--- src/rtl/ifu_pkg.sv ---
// Shared definitions for the P7 instruction fetch unit.
// IF/ID bundle layout, reset/handler addresses and fetch bounds.
package ifu_pkg;

   localparam logic [31:0] PC_RESET_DEF   = 32'h0000_3000;
   localparam logic [31:0] PC_HANDLER_DEF = 32'h0000_4180;

   localparam logic [31:0] IM_LO = 32'h0000_3000;
   localparam logic [31:0] IM_HI = 32'h0000_4FFC;

   localparam logic [4:0]  EXC_ADEL = 5'd4;
   localparam logic [31:0] NOP      = 32'h0000_0000;

   typedef struct packed {
      logic [31:0] instr;
      logic [31:0] pc;
      logic [31:0] pc8;
      logic        valid;
      logic        bd;
      logic        exc;
      logic [4:0]  exccode;
   } if_id_t;

   localparam if_id_t IFID_CLEAR = '0;

   function automatic logic adel_fault(input logic [31:0] pc);
      return (pc[1:0] != 2'b00) || (pc < IM_LO) || (pc > IM_HI);
   endfunction

endpackage

--- src/rtl/ifu_ifid_reg.sv ---
// IF/ID pipeline register with synchronous clear, flush, load and hold.
// A flushed slot carries the all-zero nop bundle.
module ifid_reg
   import ifu_pkg::*;
(
   input  logic   clk,
   input  logic   reset,
   input  logic   flush,
   input  logic   load,
   input  if_id_t d,
   output if_id_t q
);

   // clear on reset/flush, otherwise load or hold
   always_ff @(posedge clk) begin
      if (reset || flush) begin
         q <= IFID_CLEAR;
      end else if (load) begin
         q <= d;
      end
   end

endmodule

--- src/rtl/ifu.sv ---
// Instruction fetch unit: PC register, next-PC priority mux, IF/ID.
// Optional fetch address check enabled by defining IFU_ADEL_CHECK_EN.
module ifu
   import ifu_pkg::*;
#(
   parameter logic [31:0] PC_RESET   = PC_RESET_DEF,
   parameter logic [31:0] PC_HANDLER = PC_HANDLER_DEF
)
(
   input  logic        clk,
   input  logic        reset,
   input  logic        stall,
   input  logic        redirect,
   input  logic [31:0] redirect_pc,
   input  logic        exc_req,
   input  logic        eret_req,
   input  logic [31:0] epc,
   output logic [31:0] pc_out,
   input  logic [31:0] instr_in,
   output logic [31:0] id_instr,
   output logic [31:0] id_pc,
   output logic [31:0] id_pc8,
   output logic        id_valid,
   output logic        id_bd,
   output logic        id_exc,
   output logic [4:0]  id_exccode
);

   logic [31:0] pc;
   logic [31:0] pc_next;
   logic        flush;
   logic        load;
   if_id_t      slot;
   if_id_t      ifid;

   assign flush = exc_req | eret_req;
   assign load  = ~stall;

   // next PC by priority: exception, eret, stall, redirect, sequential
   always_comb begin
      pc_next = pc + 32'd4;
      if (exc_req) begin
         pc_next = PC_HANDLER;
      end else if (eret_req) begin
         pc_next = epc;
      end else if (stall) begin
         pc_next = pc;
      end else if (redirect) begin
         pc_next = redirect_pc;
      end
   end

   // PC register; drives the fetch address directly
   always_ff @(posedge clk) begin
      if (reset) begin
         pc <= PC_RESET;
      end else begin
         pc <= pc_next;
      end
   end

   // bundle for the fetch in flight; a redirect marks it as delay slot
   always_comb begin
      slot         = IFID_CLEAR;
      slot.pc      = pc;
      slot.pc8     = pc + 32'd8;
      slot.valid   = 1'b1;
      slot.bd      = redirect;
`ifdef IFU_ADEL_CHECK_EN
      if (adel_fault(pc)) begin
         slot.instr   = NOP;
         slot.exc     = 1'b1;
         slot.exccode = EXC_ADEL;
      end else begin
         slot.instr   = instr_in;
      end
`else
      slot.instr   = instr_in;
`endif
   end

   ifid_reg u_ifid (
      .clk   (clk),
      .reset (reset),
      .flush (flush),
      .load  (load),
      .d     (slot),
      .q     (ifid)
   );

   assign pc_out     = pc;
   assign id_instr   = ifid.instr;
   assign id_pc      = ifid.pc;
   assign id_pc8     = ifid.pc8;
   assign id_valid   = ifid.valid;
   assign id_bd      = ifid.bd;
   assign id_exc     = ifid.exc;
   assign id_exccode = ifid.exccode;

endmodule

--- config.mk ---
export PLATFORM = sky130hd
export DESIGN_NAME = ifu
export DESIGN_NICKNAME = d
export VERILOG_FILES = /design/src/rtl/ifu_pkg.sv /design/src/rtl/ifu_ifid_reg.sv /design/src/rtl/ifu.sv
export SDC_FILE = /design/constraint.sdc
export NUM_CORES = 1
export LEC_CHECK = 0
export BUFFER_PORTS_ARGS = -buffer_cell sky130_fd_sc_hd__buf_2
export CAP_MARGIN = 10
export CORE_MARGIN = 2
export CORE_UTILIZATION = 55
export CTS_BUF_LIST = sky130_fd_sc_hd__clkbuf_16
export DETAILED_ROUTE_END_ITERATION = 12
export MAX_ROUTING_LAYER = met4
export PLACE_DENSITY = 0.87
export SYNTH_ARGS = -nofsm -noshare
export SYNTH_HDL_FRONTEND = slang
export SYNTH_HIERARCHICAL = 1
export SYNTH_SLANG_ARGS = --single-unit
--- constraint.sdc ---
create_clock -name clk -period 3.93 [get_ports clk]
set_clock_uncertainty 0.2 [all_clocks]
set_input_delay 0.5895 -clock clk [delete_from_list [all_inputs] [get_ports clk]]
set_output_delay 0.5895 -clock clk [all_outputs]
set_load 0.02 [all_outputs]
==> metrics.md <==
| Metric | Value |
|---|---|
| Vias in the first global route | 5942 |
| YS warnings | 6 |
| Chip Width | 115 um |
| Relative slew slack | 21.3% |
| Fin area | 8260 um2 |
| RSZ-0062 raised after global routing | false |
| GPL Wtd Cong | 0.938 |
| Kind of critical path | reg -> reg |
| CTS resizes | 0 |
| DRC Markers | 0 |
| Largest net degree at the start of global routing | 105 |
| Pwr Density | 403 nW/um2 |
| Boundary pin count | 238 |
| Area Growth Syn to Fin | 20.8% |
| Wire per inst | 17.0 um |
| Clk Latency, worst-skew pair | 0.42 ns |
| Proportion of layout cells with a drive suffix above 1 | 28.6% |
| Slowest stage delay, CP | 0.86 ns |
| CTS Hold Bufs | 0 |
| Final Hold Viols | 0 |
| First-pass GRT wire length | 30500 um |
| CTS tree | done |
| Chip height | 115 um |
| Clk Tree Root Cell | clkbuf_16 |
| Async set-reset flop share out of synthesis | 0% |
| Most frequent cells in the layout | buf_2 (237), nor2_1 (147), dfxtp_1 (136) |
| Minimum clock period | 2.83 ns |
| # clock sinks | 136 |
| IO buf count | 237 |
| Crit path DAT | 2.98 ns |
| Setup TNS | 0 ns |
| Placeable Area | 12100 um2 |
| Max VDD drop | 0.000305 V |
| Synth unique cells | 60 |
| Final WS setup | 1.10 ns |
| Clock slew at reported path FFs | 0.06 ns |
| Maximum fanout along the worst path | 14 |
| Setup WS pre-CTS | 1.16 ns |
| Most area-consuming cells after synthesis | dfxtp_1 (40%), mux2i_1 (16%), nor2_1 (8.1%) |
| Post-DP Area | 7710 um2 |
| Total grt overflow | 0 |
| Detailed-route via count | 6489 |
| H-Tree Depth | 4 |
| Placed cells | 1119 |
| Final cell count without fillers | 1152 |
| DR iter-0 viols | 619 |
| Largest area contributor in the netlist | dfxtp_1 |
| Gate Count Post-Synth | 796 |
| Initial Utilization | 56.7% |
| Cts bufs inserted | 17 |
| Die area | 13300 um2 |
| Number of max-cap violations | 0 |
| CP endpoint kind | flop |
| Worst-Margin Slew | 1.18 ns |
| Final HPWL DP | 13800 um |
| Most common cell after layout, fill and taps aside | buf_2 |
| Total GRT Usage | 30.3% |
| Worst-case clock buffer depth | 2 |
| Critical path cell sequence | nand4_1 -> nor4_1 -> and3_1 -> xor2_1 -> mux2i_1 -> nor2_1 |
| Final net count | 1074 |
| Postcts setup bufs | 0 |
| Number of iterations in the first detailed-routing pass | 5 |
| EDFF count, synth | 0 |
| Yosys top cell area share | 39.8% |
| Worst hold path class | in -> reg |
| Leakage | 3.90 nW |
| CP max-delay cell | nor4_1 |
| Mapped cell area | 6840 um2 |
| ANT nets after route | 0 |
| Fin. max-slew vios | 0 |
| Worst setup SP type | flop |
| Sequential area share after synthesis | 39.8% |
| Antenna violations before repair | 1 |
| WL final | 19600 um |
| Vias/cell | 5.63 |
| Top FF cell, synth | dfxtp_1 |
| WP data required | 4.08 ns |
| Status | finished clean |
| Fmax | 0.353 GHz |
| Final period utilization | 72.0% |
| Row Count | 40 |
| Syn_area_per_cell | 8.59 um2 |
| Finish-stage setup viols | 0 |
| #FFs+latches synth | 136 |
-- layout make-up --
cell class | count | area (um2)
Timing Repair Buffer | 244 | 1240
Clock inverter | 15 | 119
Inverter | 10 | 42.5
Tap cell | 168 | 210
Multi-Input combinational cell | 561 | 3500
Clock buffer | 17 | 425
Fill cell | 1008 | 3800
Antenna cell | 1 | 2.50
Sequential cell | 136 | 2720
-- where the power goes --
group          internal (W)  leakage, nW  total [W]  switching [W]
Combinational      0.000153         2.53   0.000372       0.000219
Sequential          0.00141         1.10    0.00146      0.0000543
Clock              0.000908        0.268    0.00149       0.000586
-- critical path: cells and delay by family, from the launching register on --
kind / cells / cell delay, ns
multiplexers: 1 / 0.10
flip-flops: 1 / 0.64
XOR/XNOR: 1 / 0.20
AND/OR/NAND/NOR: 4 / 1.62
-- cell usage after synthesis, types with 3 or more instances --
| cell type | instances |
|---|---|
| nor2_1 | 147 |
| dfxtp_1 | 136 |
| mux2i_1 | 111 |
| a21oi_1 | 55 |
| nand2_1 | 42 |
| o21ai_0 | 34 |
| buf_4 | 32 |
| clkbuf_1 | 26 |
| nor3_1 | 21 |
| nand4_1 | 18 |
| nand3_1 | 16 |
| xnor2_1 | 16 |
| buf_2 | 15 |
| buf_6 | 14 |
| xor2_1 | 12 |
| inv_1 | 9 |
| nor4_1 | 9 |
| and3_1 | 5 |
| buf_1 | 5 |
| a211oi_1 | 4 |
| a31oi_1 | 4 |
| a221oi_1 | 3 |
| nor2b_1 | 3 |
| o211ai_1 | 3 |
| o22ai_1 | 3 |
| or2_2 | 3 |
-- logic make-up after synthesis --
family | count (synthesis) | share of synthesized area (%)
buffers and inverters | 104 | 9.32
other | 2 | 0.110
XOR/XNOR | 28 | 3.59
AO/OA/AOI/OAI | 132 | 11.8
flip-flops | 136 | 39.8
multiplexers | 111 | 16.3
adder cells (fa/ha/maj) | 2 | 0.366
AND/OR/NAND/NOR | 281 | 18.8
-- per-layer routing --
layer	up-vias	track usage, %	part of all wire [%]
li1	3082	-	-
met1	3027	40.3	42
met2	335	44.9	47
met3	45	6.38	8.3
met4	0	12.4	2.2
met5	-	-	0
-- registers in the layout (all words and copies together) (netlist names), named ones only --
register	flops
u_ifid/q	104
pc_out	30
-- per-stage QoR --
stage | util, % | total power (W) | hold WS, ns
6_report | 68.5 | 0.00333 | 0.196
5_1_grt | 68.5 | 0.00344 | 0.200
4_1_cts | 68.4 | 0.00334 | 0.196
3_5_place_dp | 63.9 | 0.00186 | 0.274
3_3_place_gp | 63.9 | 0.00185 | 0.267
2_1_floorplan | - | 0.00175 | 0.282
-- worst paths after layout --
check | from | endpoint | slack, ns | cells past startpoint
setup / recovery | pc_out[8] | u_ifid/q[38] | 1.10 | 6
hold / removal | epc[0] | flop | 0.20 | 3
setup reg to reg | pc_out[8] | u_ifid/q[38] | 1.10 | 6
hold reg to reg | u_ifid/q[61] | u_ifid/q[61] | 0.29 | 2
Power figures use the tool's default switching activity.
